<file path="src/rtl/ti_quad_pkg.sv">
// Shared types and constants for the threshold-implemented quadratic S-box stage.
// Share width, share count, the FSM state type and the unshared reference of Q(x).
// The optional skid buffer is enabled in the stage by defining TI_QUAD_SKID_EN.
package ti_quad_pkg;

  localparam int SHARE_W    = 4;
  localparam int NUM_SHARES = 3;

  typedef logic [SHARE_W-1:0] share_t;

  // Main output register occupancy
  typedef enum logic {
    EMPTY = 1'b0,
    FULL  = 1'b1
  } stage_state_t;

  // Unshared Q(x); reference model only, never instantiated in hardware
  function automatic share_t q_ref(input share_t x);
    share_t r;
    r[3] = x[3];
    r[2] = x[2];
    r[1] = x[1] ^ (x[3] & x[2]);
    r[0] = x[0] ^ (x[2] & x[1]);
    return r;
  endfunction

endpackage

</file>
<file path="src/rtl/ti_quad_if.sv">
// Handshake bundle between the Affine stage, this quadratic stage and the next Affine stage.
// No logic inside; slave is the stage side, master is the surrounding pipeline side.
// Input side transfers on in_valid&in_ready, output side on out_valid&out_ready.
interface ti_quad_if;
  import ti_quad_pkg::*;

  logic   in_valid;
  logic   in_ready;
  share_t x1;
  share_t x2;
  share_t x3;
  logic   out_valid;
  logic   out_ready;
  share_t y1;
  share_t y2;
  share_t y3;

  modport slave (
    input  in_valid, x1, x2, x3, out_ready,
    output in_ready, out_valid, y1, y2, y3
  );

  modport master (
    output in_valid, x1, x2, x3, out_ready,
    input  in_ready, out_valid, y1, y2, y3
  );

endinterface

</file>
<file path="src/rtl/ti_quad_comp.sv">
// One non-complete component of the shared Q(x): output share i from shares i+1 (a) and i+2 (b).
// Purely combinational, zero latency; registering happens in the enclosing stage.
// No handshake; the caller rotates the share inputs cyclically per instance.
module ti_quad_comp
  import ti_quad_pkg::*;
(
  input  share_t a,
  input  share_t b,
  output share_t y
);

  // Linear bits pass straight from share a; cross terms pair a with b so share i never sees x_i
  always_comb begin
    y[3] = a[3];
    y[2] = a[2];
    y[1] = a[1] ^ (a[3] & a[2]) ^ (a[3] & b[2]) ^ (b[3] & a[2]);
    y[0] = a[0] ^ (a[2] & a[1]) ^ (a[2] & b[1]) ^ (b[2] & a[1]);
  end

endmodule

</file>
<file path="src/rtl/ti_quad_stage.sv">
// Registered three-share threshold stage computing Q(x) with no fresh randomness.
// Latency 1 cycle; full throughput with no bubble on simultaneous accept.
// Backpressure: in_ready=~out_valid|out_ready, or with TI_QUAD_SKID_EN a registered in_ready via a 1-entry skid.
module ti_quad_stage
  import ti_quad_pkg::*;
#(
  parameter bit CLR_IDLE = 1'b0
)(
  input  logic         clk,
  input  logic         rst_n,
  ti_quad_if.slave     bus
);

  stage_state_t state_q, state_d;
  logic   in_acc, out_acc;
  logic   load_main, clr_main;
  share_t src1, src2, src3;
  share_t c1, c2, c3;
  share_t y1_q, y2_q, y3_q;

`ifdef TI_QUAD_SKID_EN
  logic   skid_valid_q, skid_valid_d, skid_load;
  share_t skid1_q, skid2_q, skid3_q;

  assign bus.in_ready = ~skid_valid_q;
  // A waiting skid entry is always older than the live input, so it wins the main register
  assign src1 = skid_valid_q ? skid1_q : bus.x1;
  assign src2 = skid_valid_q ? skid2_q : bus.x2;
  assign src3 = skid_valid_q ? skid3_q : bus.x3;
`else
  assign bus.in_ready = (state_q == EMPTY) | bus.out_ready;
  assign src1 = bus.x1;
  assign src2 = bus.x2;
  assign src3 = bus.x3;
`endif

  assign bus.out_valid = (state_q == FULL);
  assign in_acc  = bus.in_valid & bus.in_ready;
  assign out_acc = bus.out_valid & bus.out_ready;
  assign bus.y1  = y1_q;
  assign bus.y2  = y2_q;
  assign bus.y3  = y3_q;

  ti_quad_comp u_comp1 (.a(src2), .b(src3), .y(c1));
  ti_quad_comp u_comp2 (.a(src3), .b(src1), .y(c2));
  ti_quad_comp u_comp3 (.a(src1), .b(src2), .y(c3));

  // Next-state and register enables for the main register (and skid when present)
  always_comb begin
    state_d   = state_q;
    load_main = 1'b0;
    clr_main  = 1'b0;
`ifdef TI_QUAD_SKID_EN
    skid_valid_d = skid_valid_q;
    skid_load    = 1'b0;
`endif
    case (state_q)
      EMPTY: begin
        if (in_acc) begin
          state_d   = FULL;
          load_main = 1'b1;
        end
      end
      FULL: begin
`ifdef TI_QUAD_SKID_EN
        if (out_acc) begin
          if (skid_valid_q) begin
            load_main    = 1'b1;
            skid_valid_d = 1'b0;
          end else if (in_acc) begin
            load_main = 1'b1;
          end else begin
            state_d  = EMPTY;
            clr_main = CLR_IDLE;
          end
        end else if (in_acc) begin
          skid_load    = 1'b1;
          skid_valid_d = 1'b1;
        end
`else
        // in_acc while FULL implies out_ready, so the reload replaces the departing word
        if (in_acc) begin
          load_main = 1'b1;
        end else if (out_acc) begin
          state_d  = EMPTY;
          clr_main = CLR_IDLE;
        end
`endif
      end
    endcase
  end

  // Occupancy state and registered output shares
  always_ff @(posedge clk or negedge rst_n) begin
    if (!rst_n) begin
      state_q <= EMPTY;
      y1_q    <= '0;
      y2_q    <= '0;
      y3_q    <= '0;
    end else begin
      state_q <= state_d;
      if (load_main) begin
        y1_q <= c1;
        y2_q <= c2;
        y3_q <= c3;
      end else if (clr_main) begin
        y1_q <= '0;
        y2_q <= '0;
        y3_q <= '0;
      end
    end
  end

`ifdef TI_QUAD_SKID_EN
  // Skid entry holds raw input shares until the main register frees up
  always_ff @(posedge clk or negedge rst_n) begin
    if (!rst_n) begin
      skid_valid_q <= 1'b0;
      skid1_q      <= '0;
      skid2_q      <= '0;
      skid3_q      <= '0;
    end else begin
      skid_valid_q <= skid_valid_d;
      if (skid_load) begin
        skid1_q <= bus.x1;
        skid2_q <= bus.x2;
        skid3_q <= bus.x3;
      end
    end
  end
`endif

endmodule

</file>
<file path="src/flat_wrapper.sv">
// flat-port wrapper written by rule: the top's interface ports become plain ports
module ti_quad_stage_flat import ti_quad_pkg::*;
#(
  parameter bit CLR_IDLE = 1'b0
)
  (clk, rst_n, bus_in_valid, bus_x1, bus_x2, bus_x3, bus_out_ready, bus_in_ready, bus_out_valid, bus_y1, bus_y2, bus_y3);
  ti_quad_if bus_i ();
  input  logic clk;
  input  logic rst_n;
  input wire logic [$bits(bus_i.in_valid)-1:0] bus_in_valid;
  input wire logic [$bits(bus_i.x1)-1:0] bus_x1;
  input wire logic [$bits(bus_i.x2)-1:0] bus_x2;
  input wire logic [$bits(bus_i.x3)-1:0] bus_x3;
  input wire logic [$bits(bus_i.out_ready)-1:0] bus_out_ready;
  output wire logic [$bits(bus_i.in_ready)-1:0] bus_in_ready;
  output wire logic [$bits(bus_i.out_valid)-1:0] bus_out_valid;
  output wire logic [$bits(bus_i.y1)-1:0] bus_y1;
  output wire logic [$bits(bus_i.y2)-1:0] bus_y2;
  output wire logic [$bits(bus_i.y3)-1:0] bus_y3;
  assign bus_i.in_valid = bus_in_valid;
  assign bus_i.x1 = bus_x1;
  assign bus_i.x2 = bus_x2;
  assign bus_i.x3 = bus_x3;
  assign bus_i.out_ready = bus_out_ready;
  assign bus_in_ready = bus_i.in_ready;
  assign bus_out_valid = bus_i.out_valid;
  assign bus_y1 = bus_i.y1;
  assign bus_y2 = bus_i.y2;
  assign bus_y3 = bus_i.y3;
  ti_quad_stage #(.CLR_IDLE(CLR_IDLE)) u_core (.clk(clk), .rst_n(rst_n), .bus(bus_i));
endmodule
</file>
<file path="config.mk">
export PLATFORM = sky130hd
export DESIGN_NAME = ti_quad_stage_flat
export DESIGN_NICKNAME = d
export VERILOG_FILES = /design/src/rtl/ti_quad_pkg.sv /design/src/rtl/ti_quad_if.sv /design/src/rtl/ti_quad_comp.sv /design/src/rtl/ti_quad_stage.sv /design/src/flat_wrapper.sv
export SDC_FILE = /design/constraint.sdc
export NUM_CORES = 1
export LEC_CHECK = 0
export BUFFER_PORTS_ARGS = -buffer_cell sky130_fd_sc_hd__buf_2
export CELL_PAD_IN_SITES_DETAIL_PLACEMENT = 1
export CELL_PAD_IN_SITES_GLOBAL_PLACEMENT = 2
export CORE_MARGIN = 2
export CORE_UTILIZATION = 28
export DETAILED_ROUTE_END_ITERATION = 16
export PLACE_DENSITY_LB_ADDON = 0.1
export SYNTH_ARGS = -nofsm -noshare
export SYNTH_HDL_FRONTEND = slang
export SYNTH_SLANG_ARGS = --single-unit
</file>
<file path="constraint.sdc">
create_clock -name clk -period 3.9 [get_ports clk]
set_clock_uncertainty 0.2 [all_clocks]
set_input_delay 0.195 -clock clk [delete_from_list [all_inputs] [get_ports clk]]
set_output_delay 0.195 -clock clk [all_outputs]
set_load 0.02 [all_outputs]
</file>
Yosys cells after proc, flatten, opt, wreduce, memory -nomap -nowiden
Index checks and enable logic that the tools add are counted.
Word-level totals
  output and inout bits: 14
  input port bits: 16
  register bits: 13
  word-level logic and storage cells: 51
Operators by class
  bitwise operators: 40
  multiplexer cells: 7
Operator list (number)
  1-bit bitwise AND: 20
  1-bit XOR: 18
  4-bit two-way mux: 3
  1-bit two-way mux: 3
  1-bit case mux with 2 select lines: 1
  1-bit NOT: 1
  1-bit OR: 1

Depth between registers and ports, before layout
Gate-level depths: netlist (run 1).
  depth in word-level cells: 5
  mapped depth: 5
  gate-level depth less buffers: 4

Cells and area by module
A second synthesis (run 1) with hierarchy kept.
Unflattened totals
  cell total of the unflattened synthesis: 68
  area total of the unflattened synthesis: 832.0 µm²
Modules (own cells, without submodules)
  ti_quad_stage: seq. area each 325.3 µm², times used 1, area an instance 550.5 µm², cells each 29
  ti_quad_comp: seq. area each 0.0 µm², times used 3, area an instance 93.8 µm², cells each 13

Worst setup path after synthesis (run 1)
No wires, ideal clock.
  path kind: register to register
  start point: register u_core.state_q, in the netlist u_core.bus.out_valid
  end point: register u_core.y1_q[1], in the netlist u_core.bus.y1[1]
  data arrival time: 1.266 ns
  setup slack: 2.352 ns
  stages on the path, launching flop included: 6
  period minus slack after synthesis: 1.548 ns
  cells stage by stage: dfrtp_1 nand2b_1 and2_1 clkbuf_1 nor2_1 a31oi_1
On the way
  cells in the longest elaborated chain, start to end: 4
RTL lines
  start: declaration: line ti_quad_stage.sv:14  | stage_state_t state_q, state_d;
  start signal: assignment: line ti_quad_stage.sv:101  | state_q <= state_d;
  1-bit NOT: line ti_quad_stage.sv:31  | assign bus.in_ready = (state_q == EMPTY) | bus.out_ready;
  1-bit OR: line ti_quad_stage.sv:31
  named net bus_in_ready: line flat_wrapper.sv:15  | output wire logic [$bits(bus_i.in_ready)-1:0] bus_in_ready;
  1-bit bitwise AND: line ti_quad_stage.sv:38  | assign in_acc = bus.in_valid & bus.in_ready;
  1-bit two-way mux: line ti_quad_stage.sv:59, ti_quad_stage.sv:82
  end signal: assignment: line ti_quad_stage.sv:97  | y1_q <= '0;
  end signal: assignment: line ti_quad_stage.sv:103  | y1_q <= c1;
  end signal: assignment: line ti_quad_stage.sv:107  | y1_q <= '0;
  end: declaration: line ti_quad_stage.sv:19  | share_t y1_q, y2_q, y3_q;
The timed path passes the listed nets, and every way through them passes these cells.
A chain may end at the register's enable or synchronous reset.

Worst setup path in the final report (run 1)
  start point: input bus_x3[3]
  end point: register u_core.y2_q[1], in the netlist u_core.bus.y2[1]
On the way
  cells in the longest elaborated chain, start to end: 5
RTL lines
  start: declaration: line flat_wrapper.sv:13  | input wire logic [$bits(bus_i.x3)-1:0] bus_x3;
  1-bit bitwise AND: line ti_quad_comp.sv:16  | y[1] = a[1] ^ (a[3] & a[2]) ^ (a[3] & b[2]) ^ (b[3] & a[2]);
  1-bit XOR: line ti_quad_comp.sv:16
  1-bit XOR * (2 in a row): line ti_quad_comp.sv:16
  4-bit two-way mux *: line ti_quad_stage.sv:102  | if (load_main) begin
  end signal: assignment: line ti_quad_stage.sv:98  | y2_q <= '0;
  end signal: assignment: line ti_quad_stage.sv:104  | y2_q <= c2;
  end signal: assignment: line ti_quad_stage.sv:108  | y2_q <= '0;
  end: declaration: line ti_quad_stage.sv:19
Mark *: on every way between the ends. The rest lies on a longest branch, timed or not. The select of a mux whose other input is x is not followed.

==> impl_metrics.yaml, run 1 <==
die:
  dieHeight_microns: 56.89
  rows: 19
  start_util: 0.2890
  die-area_sq_mm: 0.003236
  pin_count: 30
  fp.dieW_microns: 56.89
  coreArea_sq_mm: 0.002710
place:
  io_buffer_count: 29
  placement.cell_area_sq_um: 929.6
  place.gp.congestion: 0.6480
  dp.cells: 142
  dp_hpwl_mm: 1.550
timing:
  max_freq_ghz: 0.6216
  finalCritPeriodShare: 0.4125
  fin_hold_ws_ps: -1.678
  finalHoldViolCount: 1
  grt_setup_unrepaired: "false"
  relSlewSlack: 0.7008
  finalMaxSlewViolations: 0
  finalCriticalPeriod_ps: 1609
  fin_tns_setup_ps: 0
  worst_pin_slew_ps: 447.8
  finalSetupViolCount: 0
global_routing:
  grt_max_degree: 16
  grt_pass1_wl_mm: 3.284
  busiest_layer: "met2"
  grt_usage: 0.1357
  antenna_found_initial: 0
  grt_pass1_vias: 711
  grt_use_met2: 0.2118
  grt-ovfl-total: 0
  grtUsageMet3: 0.02074
  gr-usage-met1: 0.1751
pwr:
  peakVddDrop_v: 0.0001485
  power_uw: 370.2
  leakagePower_nw: 0.4940
  p_per_area_mw_per_mm2: 364.4
flow_run:
  max-cap-violations: 0
clock_network:
  cts_sinks: 13
  clk_latency_ps: 290
  htreeDepth: 1
  cts_resized: 0
  path_clk_slew_ps: 90
  cts_tree: "done"
  post_cts_buffers: 0
  numCtsBuffers: 3
  cts_buffer_depth: 2
  root_buffer: "clkbuf_4"
critical_path:
  end_kind: "flip-flop"
  path_max_fanout: 5
  start_kind: "input port"
  worstPathArrival_ps: 1620
  worstPathRequired_ps: 3920
  critPathKind: "input port to flip-flop"
cells_and_area:
  final_common_cell: "buf_2"
  num_antenna_cells: 0
  final_cells: 152
  final_cell_mix: "buf_2 (29), nand2_1 (18), dfrtp_1 (13)"
  final_nets: 138
  drive_gt1_frac: 0.2893
  post-route-cell-area_sq_mm: 0.001016
  syn_to_final_growth_pct: 29.71
drt:
  drc: 0
  wl_mm: 2.040
  drtPass1Iterations: 4
  routed_via_density: 4.836
  wl_per_cell_microns: 13.42
  num_vias: 735
  first_iter_violations: 13
  antenna_left: 0
logic_synthesis:
  ys.flop_type: "dfrtp_1"
  synth_area_sq_um: 783.3
  avgSynthCellArea_sq_um: 8.801
  yosysWarnings: 0
  ys_seq_elements: 13
  synthArstFlopShare: 1.000
  synthDistinctLibCells: 30
  synthesis.nets: 105
  synth_cells: 89
  seq_area_frac_synth: 0.4153
  synth_edf_count: 0
hold_path:
  hold_class: "input port to flip-flop"
run_status:
  status: "finished with violations"
  violations: "negative hold slack"
routing by layer:
metal | share of wire | up-vias | wire length, microns
met4 | 0.026 | 0 | 53
met2 | 0.42 | 24 | 848
met1 | 0.50 | 331 | 1028
li1 | - | 375 | -
met5 | 0 | - | 0
met3 | 0.053 | 5 | 109
timing repair:
| item | 4_1_cts | 5_1_grt |
|---|---|---|
| hold endpoints to repair | 18 | 0 |
| hold buffers | 6 | 0 |
| setup endpoints to repair | 0 | 0 |
through the flow:
stage	setup WS, ps	util	hold slack (ps)
final	2291	0.3749	-1.678
after global routing	2222	0.3749	10.20
after CTS	2283	0.3749	0.9521
after detailed placement	2390	0.3430	-92.89
after global placement	2420	0.3430	-93.64
after floorplan	2352	-	-300.6
critical path, stage by stage:
cell,delay [ps]
dlygate4sd3_1,530
buf_2,150
and2b_1,170
xnor2_1,130
a211o_1,290
a31oi_1,150
registers in the layout, summed over array words and instances, names as in the netlist:
signal                flops
u_core.bus.y1             4
u_core.bus.y2             4
u_core.bus.y3             4
u_core.bus.out_valid      1
worst paths after layout:
path | start | endpoint | slack, ps | depth (start not counted)
min in group asynchronous | rst_n | u_core.bus.y1[2] | 120 | 2
setup reg to reg | u_core.bus.out_valid | u_core.bus.y1[0] | 2500 | 3
max in group asynchronous | rst_n | u_core.bus.y1[3] | 3150 | 2
hold / removal | bus_x1[0] | u_core.bus.y3[0] | -2 | 3
setup / recovery | bus_x3[3] | u_core.bus.y2[1] | 2290 | 6
hold reg to reg | u_core.bus.y2[0] | u_core.bus.y2[0] | 280 | 2
synth_stat cells (2+ instances only):
cell,n,share of area
nand2_1,18,0.086
dfrtp_1,13,0.42
o31ai_1,4,0.038
a211o_1,3,0.034
a21oi_1,3,0.019
a31oi_1,3,0.024
inv_1,3,0.014
nand3_1,3,0.019
nor2_1,3,0.014
o211ai_1,3,0.029
o21ai_0,3,0.019
xnor2_1,3,0.034
buf_2,2,0.013
buf_4,2,0.019
clkbuf_1,2,0.0096
nand2b_1,2,0.016
nand3b_1,2,0.019
nor2b_1,2,0.016
nor3_1,2,0.013
o211a_1,2,0.026
o21a_1,2,0.019
final cells by class:
class | count | area, sq um
Fill cell | 334 | 1694
Multi-Input combinational cell | 66 | 409.1
Sequential cell | 13 | 325.3
Timing Repair Buffer | 35 | 205.2
Tap cell | 31 | 38.79
Clock buffer | 4 | 26.28
Inverter | 3 | 11.26
cell families (layout without fill, tap and decap cells):
group,after synthesis,count (layout),synth area share
buffers and inverters,10,42,0.06229
xor gates and xnor gates,4,4,0.04474
AOI/OAI and AO/OA,25,25,0.2332
muxes,1,1,0.01916
and+or+nand+nor,36,36,0.2252
DFF,13,13,0.4153
power breakdown:
part | total (mW) | switching (mW) | internal, mW
Sequential | 0.163 | 0.00873 | 0.154
Clock | 0.0898 | 0.0499 | 0.0398
Combinational | 0.118 | 0.0722 | 0.0457
Total | 0.370 | 0.131 | 0.239
No activity file was read; power rests on OpenSTA's default activity.
==> inputs of run 2 (changes only) <==
- CORE_UTILIZATION: 28 -> 24
- clock period: 3.9 -> 1.35 ns (I/O delays scaled with it)
==> run 2 against run 1 <==
Compared with the run above: register-to-register slack lost 2400 ps; clock power grew to 2.8 times the previous value; sequential cell count is the same; global-route usage grew 0.31 points; the run now ends clean; first-iteration DRC count grew 85%; critical endpoint unchanged; worst hold slack gained 4.6 ps; setup slack lost 2300 ps; core utilization grew 1.7 points.
==> impl_metrics.yaml, run 2 (same netlist as run 1, synthesis figures left out) <==
global_routing:
  grt-ovfl-total: 0
  grt_pass1_vias: 810
  busiest_layer: "met2"
  gr-usage-met1: 0.1846
  grtUsageMet3: 0.02731
  grt_usage: 0.1388
  grt_max_degree: 16
  grt_use_met2: 0.2158
  antenna_found_initial: 0
  grt_pass1_wl_mm: 3.767
flow_run:
  max-cap-violations: 0
pwr:
  p_sw_frac: 0.3424
  p_per_area_mw_per_mm2: 931.1
  peakVddDrop_v: 0.0002299
  power_frac_clock: 0.220
  leakagePower_nw: 0.5798
  p_int_uw: 738.6
  p_seq_frac: 0.422
  power_switching_uw: 384.5
  p_comb_frac: 0.358
place:
  dp_hpwl_mm: 1.711
  dp.cells: 164
  io_buffer_count: 29
  place.gp.congestion: 0.7111
clock_network:
  clk_latency_ps: 270
  numCtsBuffers: 3
  cts_buffer_depth: 2
  path_clk_slew_ps: 90
  cts_sinks: 13
  root_buffer: "clkbuf_4"
  htreeDepth: 1
  cts_tree: "done"
drt:
  wl_per_cell_microns: 12.32
  routed_via_density: 4.522
  wl_mm: 2.218
  antenna_left: 0
  drc: 0
  first_iter_violations: 24
  num_vias: 814
  drtPass1Iterations: 4
cells_and_area:
  final_cell_mix: "buf_2 (29), nand2_1 (18), dlygate4sd3_1 (12), dfrtp_1 (12), buf_4 (7)"
  syn_to_final_growth_pct: 53.99
  multiInputGateArea_sq_um: 429.2
  num_antenna_cells: 0
  drive_gt1_frac: 0.3676
  regArea_sq_um: 326.6
  final_cells: 180
  fillers: 379
  final_common_cell: "buf_2"
  final_nets: 153
die:
  dieHeight_microns: 61.13
  die-area_sq_mm: 0.003736
  rows: 20
  start_util: 0.2545
  pin_count: 30
  coreArea_sq_mm: 0.003078
  fp.dieW_microns: 61.13
critical_path:
  path_max_fanout: 9
  end_kind: "flip-flop"
  critPathKind: "input port to flip-flop"
  start_kind: "input port"
  worstPathArrival_ps: 1290
  worstPathRequired_ps: 1300
timing:
  finalCritPeriodShare: 0.9855
  finalSetupViolCount: 0
  relSlewSlack: 0.7720
  finalMaxSlewViolations: 0
  worst_pin_slew_ps: 337.4
  finalHoldViolCount: 0
  max_freq_ghz: 0.7516
  grt_setup_unrepaired: "false"
  fin_tns_setup_ps: 0
  finalCriticalPeriod_ps: 1330
run_status:
  status: "complete, no violations"
hold_path:
  hold_class: "input port to asynchronous set/reset pin"
-- run 2: cell count changes in the layout (fill, tap and decap cells not counted) --
cell / before / now
and2_1: 1 / 0
and2_4: 0 / 1
buf_12: 0 / 2
buf_4: 0 / 7
dfrtp_1: 13 / 12
dfrtp_2: 0 / 1
dlygate4sd3_1: 6 / 12
nand2b_1: 2 / 1
nand2b_4: 0 / 1
nor2_1: 3 / 1
nor2_2: 0 / 2
o31ai_1: 4 / 3
o31ai_2: 0 / 1
-- run 2: power groups by stage --
stage / Sequential [mW] / Clock (mW) / Combinational (mW)
6_report: 0.474 / 0.247 / 0.402
5_1_grt: 0.483 / 0.280 / 0.446
4_1_cts: 0.473 / 0.267 / 0.401
3_5_place_dp: 0.482 / 0 / 0.374
3_3_place_gp: 0.480 / 0 / 0.366
2_1_floorplan: 0.552 / 0 / 0.145
-- run 2: worst max-delay path: stages --
cell           delay [ps]
dlygate4sd3_1         540
buf_2                 120
nand2b_4              140
and2_4                160
buf_12                130
nor2_1                 80
a31oi_1                50
-- run 2: repair_timing --
| item | 4_1_cts | 5_1_grt |
|---|---|---|
| endpoints found under the setup margin | 0 | 5 |
| hold endpoints to repair | 24 | 0 |
| setup buffers | 0 | 0 |
| hold buffers | 12 | 0 |
| resized for setup | 0 | 4 |
-- run 2: routing by layer --
metal  up-vias  wire length, microns  part of all wire
met5         -                     0                 0
met4         0                    27             0.012
met3         2                   137             0.062
met2        28                   984              0.44
met1       380                  1067              0.48
li1        404                     -                 -
-- run 2: worst paths after layout --
check	from	endpoint	slack (ps)	cells after the start
max in group asynchronous	rst_n	u_core.bus.out_valid	690	2
hold reg to reg	u_core.bus.y3[2]	u_core.bus.y3[2]	270	2
setup / recovery	bus_out_ready	u_core.bus.y2[1]	20	7
setup reg to reg	u_core.bus.out_valid	u_core.bus.y1[0]	110	4
hold / removal	rst_n	u_core.bus.y1[2]	3	2
min in group clk	bus_x2[2]	u_core.bus.y1[2]	20	4
-- run 2: final cells by class --
cell class              instances  area share
clock buffers                   4     0.02178
inverters                       3    0.009336
multi-input cells              66      0.3558
flip-flops and latches         13      0.2707
well taps                      44     0.04564
repair buffers                 50      0.2967
-- run 2: through the flow --
stage,worst slack (ps),util,total power [mW],area [sq um],hold WS [ps]
2_1_floorplan,26.12,-,0.6973,794.5,-428.1
3_3_place_gp,86.25,0.3402,0.8467,1047,-219.8
3_5_place_dp,15.58,0.3402,0.8555,1047,-217.6
4_1_cts,5.161,0.3878,1.142,1194,12.41
5_1_grt,3.071,0.3919,1.209,1206,20.71
6_report,19.59,0.3919,1.123,1206,2.918
